File: config.mk
export PLATFORM = sky130hd
export DESIGN_NAME = pc_gen
export DESIGN_NICKNAME = d
export VERILOG_FILES = /design/src/rtl/pc_gen.sv
export SDC_FILE = /design/constraint.sdc
export NUM_CORES = 1
export LEC_CHECK = 0
export ABC_AREA = 1
export CORE_MARGIN = 8
export CORE_UTILIZATION = 35
export CTS_CLUSTER_SIZE = 16
export DETAILED_ROUTE_END_ITERATION = 6
export GPL_TIMING_DRIVEN = 0
export PLACE_DENSITY = 0.87
export SYNTH_ARGS = -nofsm -noshare
export SYNTH_HDL_FRONTEND = slang
export SYNTH_SLANG_ARGS = --single-unit
File: constraint.sdc
create_clock -name clk -period 1.7 [get_ports clk]
set_input_delay 0.17 -clock clk [delete_from_list [all_inputs] [get_ports clk]]
set_output_delay 0.17 -clock clk [all_outputs]
set_load 0.01 [all_outputs]
File: src/rtl/pc_gen.sv
// Fetch-stage program-counter generator: BOOT/RUN control, trap/redirect/stall priority,
// misaligned-redirect rejection and an optional direct-mapped BTB enabled by `define PC_BTB_EN.
module pc_gen #(
  parameter int              XLEN       = 32,
  parameter logic [XLEN-1:0] RESET_VEC  = '0,
  parameter int              INST_BYTES = 4,
  parameter int              BTB_DEPTH  = 16
) (
  input  logic            clk,
  input  logic            rst_n,
  input  logic            stall,
  input  logic            redirect,
  input  logic [XLEN-1:0] redirect_addr,
  input  logic            trap,
  input  logic [XLEN-1:0] trap_vec,
  input  logic            upd_valid,
  input  logic [XLEN-1:0] upd_pc,
  input  logic [XLEN-1:0] upd_target,
  input  logic            upd_taken,
  output logic [XLEN-1:0] pc,
  output logic [XLEN-1:0] pc_plus,
  output logic            pc_valid,
  output logic            pred_taken,
  output logic            misaligned
);

  localparam int OFF_W = $clog2(INST_BYTES);

  localparam logic [0:0] BOOT = 1'b0;
  localparam logic [0:0] RUN  = 1'b1;

  function automatic logic [XLEN-1:0] align_down(input logic [XLEN-1:0] addr);
    logic [XLEN-1:0] res;
    res = addr;
    res[OFF_W-1:0] = '0;
    return res;
  endfunction

  function automatic logic is_misaligned(input logic [XLEN-1:0] addr);
    return |addr[OFF_W-1:0];
  endfunction

  logic [0:0]      state;
  logic            run;
  logic [XLEN-1:0] pc_next;
  logic            mis_next;
  logic [XLEN-1:0] pred_target;

  assign run      = (state == RUN);
  assign pc_valid = run;
  assign pc_plus  = pc + XLEN'(INST_BYTES);

`ifdef PC_BTB_EN
  localparam int IDX_W = $clog2(BTB_DEPTH);
  localparam int TAG_W = XLEN - OFF_W - IDX_W;

  logic [BTB_DEPTH-1:0] btb_valid;
  logic [TAG_W-1:0]     btb_tag    [BTB_DEPTH];
  logic [XLEN-1:0]      btb_target [BTB_DEPTH];

  logic [IDX_W-1:0] look_idx;
  logic [TAG_W-1:0] look_tag;
  logic [IDX_W-1:0] upd_idx;
  logic [TAG_W-1:0] upd_tag;
  logic             train_en;
  logic             unused_upd_lo;

  assign look_idx = pc[OFF_W +: IDX_W];
  assign look_tag = pc[XLEN-1 -: TAG_W];
  assign upd_idx  = upd_pc[OFF_W +: IDX_W];
  assign upd_tag  = upd_pc[XLEN-1 -: TAG_W];
  assign train_en = run && upd_valid;
  assign unused_upd_lo = ^upd_pc[OFF_W-1:0];

  // Lookup is purely combinational on the current pc, so a same-cycle write is seen next cycle.
  assign pred_taken  = run && btb_valid[look_idx] && (btb_tag[look_idx] == look_tag);
  assign pred_target = btb_target[look_idx];

  always_ff @(posedge clk or negedge rst_n) begin
    if (!rst_n) begin
      btb_valid <= '0;
    end else if (train_en) begin
      if (upd_taken) begin
        btb_valid[upd_idx] <= 1'b1;
      end else if (btb_tag[upd_idx] == upd_tag) begin
        btb_valid[upd_idx] <= 1'b0;
      end
    end
  end

  // Tag and target are qualified by btb_valid, so they need no reset.
  always_ff @(posedge clk) begin
    if (train_en && upd_taken) begin
      btb_tag[upd_idx]    <= upd_tag;
      btb_target[upd_idx] <= upd_target;
    end
  end
`else
  logic unused_upd;

  assign pred_taken  = 1'b0;
  assign pred_target = '0;
  assign unused_upd  = ^{upd_valid, upd_pc, upd_target, upd_taken, BTB_DEPTH[0]};
`endif

  always_comb begin
    pc_next  = pc;
    mis_next = 1'b0;
    if (run) begin
      if (trap) begin
        pc_next = align_down(trap_vec);
      end else if (redirect) begin
        if (is_misaligned(redirect_addr)) begin
          mis_next = 1'b1;
        end else begin
          pc_next = redirect_addr;
        end
      end else if (!stall) begin
        if (pred_taken) begin
          pc_next = pred_target;
        end else begin
          pc_next = pc_plus;
        end
      end
    end
  end

  // BOOT lasts exactly one edge after reset release; pc stays at RESET_VEC across it.
  always_ff @(posedge clk or negedge rst_n) begin
    if (!rst_n) begin
      state      <= BOOT;
      pc         <= RESET_VEC;
      misaligned <= 1'b0;
    end else begin
      state      <= RUN;
      pc         <= pc_next;
      misaligned <= mis_next;
    end
  end

endmodule

==> run_results.csv, run 1 <==
group,metric,value,unit
run_status,outcome,"complete, but fails checks",
run_status,violations,"design-rule violations, negative setup slack",
yosys,synth_seq_cells,34,
yosys,seq_area_frac_synth,0.2858,
worst_setup_path,path_buf_inv,2,
cells_and_area,multi_input_comb_area,2038,µm²
yosys,synth_cells,471,
flow_run,maxCapViolCount,0,
drt,viasPerCell,5.114,
power_and_ir_drop,p_per_area,747.4,nW/µm²
worst_setup_path,crit_slowest_cell,"dfrtp_1",
yosys,synth_edf_count,0,
floorplan,die_y,108.2,µm
cells_and_area,regArea,864.6,µm²
timing,setup_ws,-0.3345,ns
drt,drt-total-wl,12.81,mm
power_and_ir_drop,finalPower,3.830,mW
clocking,cts_max_level,2,
worst_hold_path,hold_class,"in -> reg",
cells_and_area,nets,799,
global_routing,gr-usage-all-layers,0.2077,
floorplan,die_area,11710,µm²
floorplan,start_util,0.3623,
worst_setup_path,cp-start-kind,"flop",
cells_and_area,fin_area,5125,µm²
timing,finalSetupViolCount,29,
placed_design,place_area,4404,µm²
yosys,async_flop_share,1.000,
timing,skew,0.007649,ns
global_routing,antenna_found_initial,0,
worst_setup_path,critPathArrivalTime,1.86,ns
power_and_ir_drop,p_sw_frac,0.4032,
placed_design,gp_congestion,0.9161,
placed_design,portBuffers,130,
worst_setup_path,cp_cell_sequence,"ha_2 -> nand2_2 -> nor2_4 -> nand2_4 -> buf_6 -> nor2_4 -> nand2_1 -> nand2_1 -> nand2_2 -> buf_6",
timing,grt_setup_unrepaired,"true",
cells_and_area,layout-drive-gt1-share,0.3133,
timing,period_needed,2.035,ns
timing,hold_viol,0,
yosys,yosys.area.top_type,"dfrtp_1",
worst_setup_path,crit_fanout,5,
global_routing,grt_pass1_vias,3894,
cells_and_area,syn2layout_area_growth,72.17,%
floorplan,die_w,108.2,µm
drt,postRouteAntennaNets,0,
global_routing,grt_start_max_net_pins,35,
power_and_ir_drop,leakage,2.501,nW
timing,final_max_slew_viol_count,0,
timing,slew_headroom,0.4539,
yosys,synth_top_area_share,0.2858,
worst_setup_path,end_kind,"output port",
worst_setup_path,crit_type,"reg -> out",
yosys,synth-main-ff-cell,"dfrtp_1",
cells_and_area,diodes,0,
power_and_ir_drop,pwr-share-clk,0.171,
yosys,synth_commonest_cells,"nand2_1 (175), nor2_1 (54), inv_1 (50)",
power_and_ir_drop,pwr-share-seq,0.285,
yosys,synth_top_cells_by_area,"dfrtp_1 (29%), nand2_1 (22%), nand3_1 (7.2%)",
yosys,synth_area_per_cell,6.320,µm²
global_routing,grt_pass1_wl,19.21,mm
clocking,clk_latency,0.29,ns
drt,vias,3933,
yosys,yosysMostFrequentCell,"nand2_1",
timing,tightest_slew,0.8192,ns
worst_hold_path,hold_path_depth,4,
clocking,clockBufferDepth,2,
timing,post-route-period-util,1.197,
worst_setup_path,rr_worst_depth,11,
yosys,ys_types,35,
drt,drtIter0Drc,304,
power_and_ir_drop,p_switching,1.544,mW
drt,dr.pass1.iters,7,
floorplan,core-area,8217,µm²
worst_setup_path,path_delay_family,"simple AND/OR/NAND/NOR gates",
clocking,cts.sinks,34,
clocking,cts_buffers,5,
placed_design,hpwlAfterDp,9.270,mm
worst_setup_path,slowest_delay,0.39,ns
floorplan,core.rowCount,33,
yosys,synth_area,2977,µm²
floorplan,ioPinCount,202,
global_routing,grt-ovfl-total,0,
power_and_ir_drop,pwr-share-comb,0.543,
clocking,cts.reportedPaths.clkPinSlew,0.08,ns
timing,clock.fmax,491.5,MHz
yosys,yosysWarnings,0,
yosys,synth_fp_nets,607,
power_and_ir_drop,ir_drop,463.7,µV
worst_setup_path,critical_path_depth,10,
power_and_ir_drop,p_int,2.286,mW
worst_setup_path,critPathRequiredTime,1.53,ns
drt,wire_per_inst,16.66,µm
clocking,cts_root_buf,"clkbuf_8",
clocking,cts_tree,"built",
cells_and_area,fill_cells,697,
drt,post-route-drc-count,18,
-- state kept, by name, indices dropped and copies added (netlist names) --
name        cells
pc             32
pc_valid        1
misaligned      1
-- worst reg2reg max path: stages (launching register included) --
cell and delay, ns:
dfrtp_1 0.39, ha_2 0.21, nand2_2 0.07, nor2_4 0.11, nand2_4 0.12, nor2_4 0.16, buf_4 0.13, xor2_2 0.14
buf_4 0.12, buf_4 0.08, nand2_1 0.05, a21oi_2 0.12
-- cell type report --
class | instances | share of cell area
inverter | 53 | 0.03931
clock buffer | 7 | 0.01685
clock inverter | 1 | 0.0009766
buffer | 22 | 0.02417
sequential | 34 | 0.1687
tap | 105 | 0.02563
timing repair buffer | 185 | 0.3267
multi-input combinational | 362 | 0.3977
-- cells by family after synthesis --
group,after synthesis,share of synthesized area
AO/OA/AOI/OAI,40,0.08491
XOR/XNOR,14,0.05633
adder cells (fa/ha/maj),1,0.004203
buffers and inverters,75,0.1084
flip-flops,34,0.2858
other,2,0.002523
AND/OR/NAND/NOR,305,0.4578
-- metal layers --
metal	up-vias	wire length, µm	global-route usage
li1	1819	-	-
met1	1845	4734	0.2335
met2	227	6573	0.3714
met3	42	1113	0.05473
met4	0	386	0.06739
met5	-	0	0
-- timing repair --
action                                 in CTS  in global routing
gates cloned                                0                  0
resized for setup                         126                 88
endpoints found under the hold margin      27                  0
pin swaps                                  20                 38
hold buffers                                1                  0
setup buffers                              39                 17
setup endpoints to repair                  31                 34
-- placed cells by master (no fill, tap or decap), drive strengths merged, types with 2 or more instances in the layout --
cell type | Yosys | layout
a22oi | 5 | 5
and2 | 3 | 3
o221ai | 2 | 2
dlygate4sd2 | 0 | 2
or2 | 9 | 9
nand2 | 180 | 180
clkbuf | 4 | 12
nand3 | 44 | 44
clkdlybuf4s50 | 0 | 99
a21oi | 17 | 17
xor2 | 14 | 14
a21boi | 8 | 8
nor2 | 68 | 68
buf | 18 | 100
dfrtp | 34 | 34
inv | 53 | 53
conb | 2 | 2
o21ai | 5 | 5
-- path summary, 6_finish.rpt --
| path | from | endpoint | slack [ns] |
|---|---|---|---|
| min in group asynchronous | rst_n | pc[22] | 0.50 |
| max reg2reg | pc[2] | pc[18] | -0.10 |
| max in group asynchronous | rst_n | pc[6] | 0.62 |
| min reg2reg | pc[1] | pc[1] | 0.50 |
| max | pc[2] | pc_plus[20] | -0.33 |
| min | trap | pc[20] | 0.25 |
-- power by group through the flow --
stage | Combinational [mW] | Sequential, mW | Clock, mW
2_1_floorplan | 0.732 | 1.16 | 0
3_3_place_gp | 1.63 | 1.14 | 0
3_5_place_dp | 1.66 | 1.15 | 0
4_1_cts | 1.86 | 1.07 | 0.656
5_1_grt | 2.25 | 1.11 | 0.696
6_report | 2.08 | 1.09 | 0.655
-- stage by stage --
step	cells	hold slack [ns]	setup TNS [ns]	utilization	worst slack [ns]
6_report	769	0.2476	-6.037	0.6237	-0.3345
5_1_grt	769	0.2622	-8.524	0.6237	-0.4131
4_1_cts	754	0.2426	-4.141	0.5834	-0.3254
3_5_place_dp	706	0.3069	-7.630	0.5360	-0.5171
3_3_place_gp	706	0.4823	-20.22	0.5366	-0.4897
2_1_floorplan	471	-0.1256	0	-	0.08408
Power figures use the tool's default switching activity.
==> run 2: changes to the inputs <==
- CORE_UTILIZATION: 35 -> 36
- PLACE_DENSITY: 0.87 -> 0.89
==> run_results.csv, run 2 (synthesized netlist as in run 1, its figures left out) <==
group,metric,value,unit
clocking,cts_root_buf,"clkbuf_8",
global_routing,grt_start_max_net_pins,35,
cells_and_area,fin_area,5487,µm²
worst_setup_path,r2r-end,"pc[29]",
placed_design,portBuffers,130,
clocking,hold_buffers,0,
floorplan,ioPinCount,202,
clocking,cts_max_level,2,
clocking,cts_buffers,5,
worst_setup_path,r2r-start,"pc[9]",
run_status,outcome,"complete, but fails checks",
clocking,cts.sinks,34,
timing,clock.fmax,481.2,MHz
worst_setup_path,critPathArrivalTime,1.91,ns
clocking,cts.reportedPaths.clkPinSlew,0.08,ns
power_and_ir_drop,leakage,2.705,nW
flow_run,maxCapViolCount,0,
timing,final_max_slew_viol_count,0,
timing,setup_ws,-0.3782,ns
worst_setup_path,cp-start-kind,"flop",
cells_and_area,diodes,0,
timing,skew,0.009149,ns
timing,tightest_slew,0.8374,ns
worst_setup_path,crit_type,"reg -> out",
drt,drtIter0Drc,259,
global_routing,antenna_found_initial,0,
timing,grt_setup_unrepaired,"true",
clocking,clockBufferDepth,2,
floorplan,core.rowCount,33,
cells_and_area,largest_reg_flops,32,
timing,post-route-period-util,1.222,
power_and_ir_drop,ir_drop,493.3,µV
clocking,cts_tree,"built",
drt,viasPerCell,5.366,
floorplan,start_util,0.3659,
placed_design,place_area,4404,µm²
drt,post-route-drc-count,0,
timing,finalSetupViolCount,32,
drt,postRouteAntennaNets,0,
clocking,clk_latency,0.29,ns
power_and_ir_drop,p_per_area,735.0,nW/µm²
floorplan,die_y,106.9,µm
placed_design,gp_congestion,0.8897,
worst_setup_path,startpoint,"pc[15]",
worst_setup_path,rr_worst_depth,11,
floorplan,die_area,11430,µm²
worst_setup_path,path_buf_inv,1,
worst_setup_path,critPathRequiredTime,1.53,ns
drt,wire_per_inst,18.07,µm
worst_setup_path,path_delay_family,"simple AND/OR/NAND/NOR gates",
worst_setup_path,regToRegSetupSlack,-0.16,ns
global_routing,gr-usage-all-layers,0.2184,
timing,setup_tns,-6.514,ns
timing,period_needed,2.078,ns
worst_setup_path,crit_fanout,5,
drt,vias,4196,
timing,whs,-0.02673,ns
worst_hold_path,hold_class,"in -> async",
cells_and_area,layout_commonest_cell,"nand2_1",
drt,drt-total-wl,14.13,mm
drt,dr.pass1.iters,5,
global_routing,grt_pass1_wl,20.11,mm
worst_setup_path,end_kind,"output port",
timing,slew_headroom,0.4417,
global_routing,grt_pass1_vias,4117,
cells_and_area,top_register,"pc",
cells_and_area,nets,813,
run_status,violations,"negative hold slack, negative setup slack",
floorplan,core-area,8134,µm²
worst_setup_path,crit_slowest_cell,"dfrtp_2",
cells_and_area,syn2layout_area_growth,84.32,%
worst_setup_path,cp_cell_sequence,"nand2_1 -> nor2_1 -> nand2_1 -> nor2_1 -> nand2_4 -> nand2_2 -> nand2_2 -> buf_6",
worst_setup_path,slowest_delay,0.46,ns
cells_and_area,mostFrequentLayoutCells,"nand2_1 (131), clkdlybuf4s50_1 (99), inv_1 (49)",
placed_design,hpwlAfterDp,9.078,mm
global_routing,grt-ovfl-total,0,
floorplan,die_w,106.9,µm
timing,hold_viol,34,
cells_and_area,layout-drive-gt1-share,0.3722,
[run 2: cell types whose count changed in the layout (fill, tap and decap cells not counted), sizes merged]
| cell | before | now |
|---|---|---|
| buf | 100 | 115 |
| clkbuf | 12 | 11 |
| clkinv | 1 | 0 |
| dlygate4sd3 | 1 | 0 |
| dlymetal6s2s | 0 | 1 |
[run 2: timing repair]
| action | 4_1_cts | 5_1_grt |
|---|---|---|
| pin swaps | 29 | 43 |
| setup endpoints to repair | 31 | 44 |
| endpoints found under the hold margin | 0 | 0 |
| gates resized for setup | 168 | 116 |
| setup buffers | 43 | 32 |
[run 2: worst max-delay path by stage]
stage / to / slack (ns) / depth (start not counted)
after floorplan: pc[12] / 0.08 / 8
after global placement: pc_plus[22] / -0.49 / 9
after detailed placement: pc_plus[22] / -0.52 / 9
after CTS: pc_plus[14] / -0.34 / 8
after global routing: pc_plus[27] / -0.47 / 8
final: pc_plus[27] / -0.38 / 8
[run 2: per-layer routing]
| metal | share of wire | global-route usage | wire [µm] |
|---|---|---|---|
| met5 | 0 | 0 | 0 |
| met4 | 0.041 | 0.08040 | 575 |
| met3 | 0.099 | 0.05879 | 1395 |
| met2 | 0.51 | 0.3792 | 7138 |
| met1 | 0.36 | 0.2511 | 5020 |
[run 2: area by class of cell]
type | instances | area (µm²)
well taps | 105 | 131.4
flip-flops and latches | 34 | 874.6
fillers | 596 | 2648
repair buffers | 199 | 1882
multi-input cells | 362 | 2200
plain buffers | 22 | 123.9
inverters | 53 | 198.9
clock buffers | 7 | 76.32
[run 2: through the flow]
stage,utilization,instances,setup WS (ns),total power [mW]
after floorplan,-,471,0.08408,1.888
after global placement,0.5421,706,-0.4891,2.766
after detailed placement,0.5415,706,-0.5165,2.798
after CTS,0.6016,756,-0.3447,3.560
after global routing,0.6745,782,-0.4677,4.243
final,0.6745,782,-0.3782,4.033
[run 2: worst register-to-register path: cells and delay by family (launching register included)]
family / cells / cell delay (ns)
and+or+nand+nor: 6 / 0.82
buffers and inverters: 4 / 0.46
AOI/OAI and AO/OA: 1 / 0.15
DFF: 1 / 0.36
[run 2: report_power, final]
part | internal (mW) | switching [mW] | leakage, nW | total (mW)
clock network | 0.283 | 0.319 | 0.0383 | 0.602
registers | 0.948 | 0.191 | 0.374 | 1.14
logic | 1.15 | 1.14 | 2.29 | 2.29
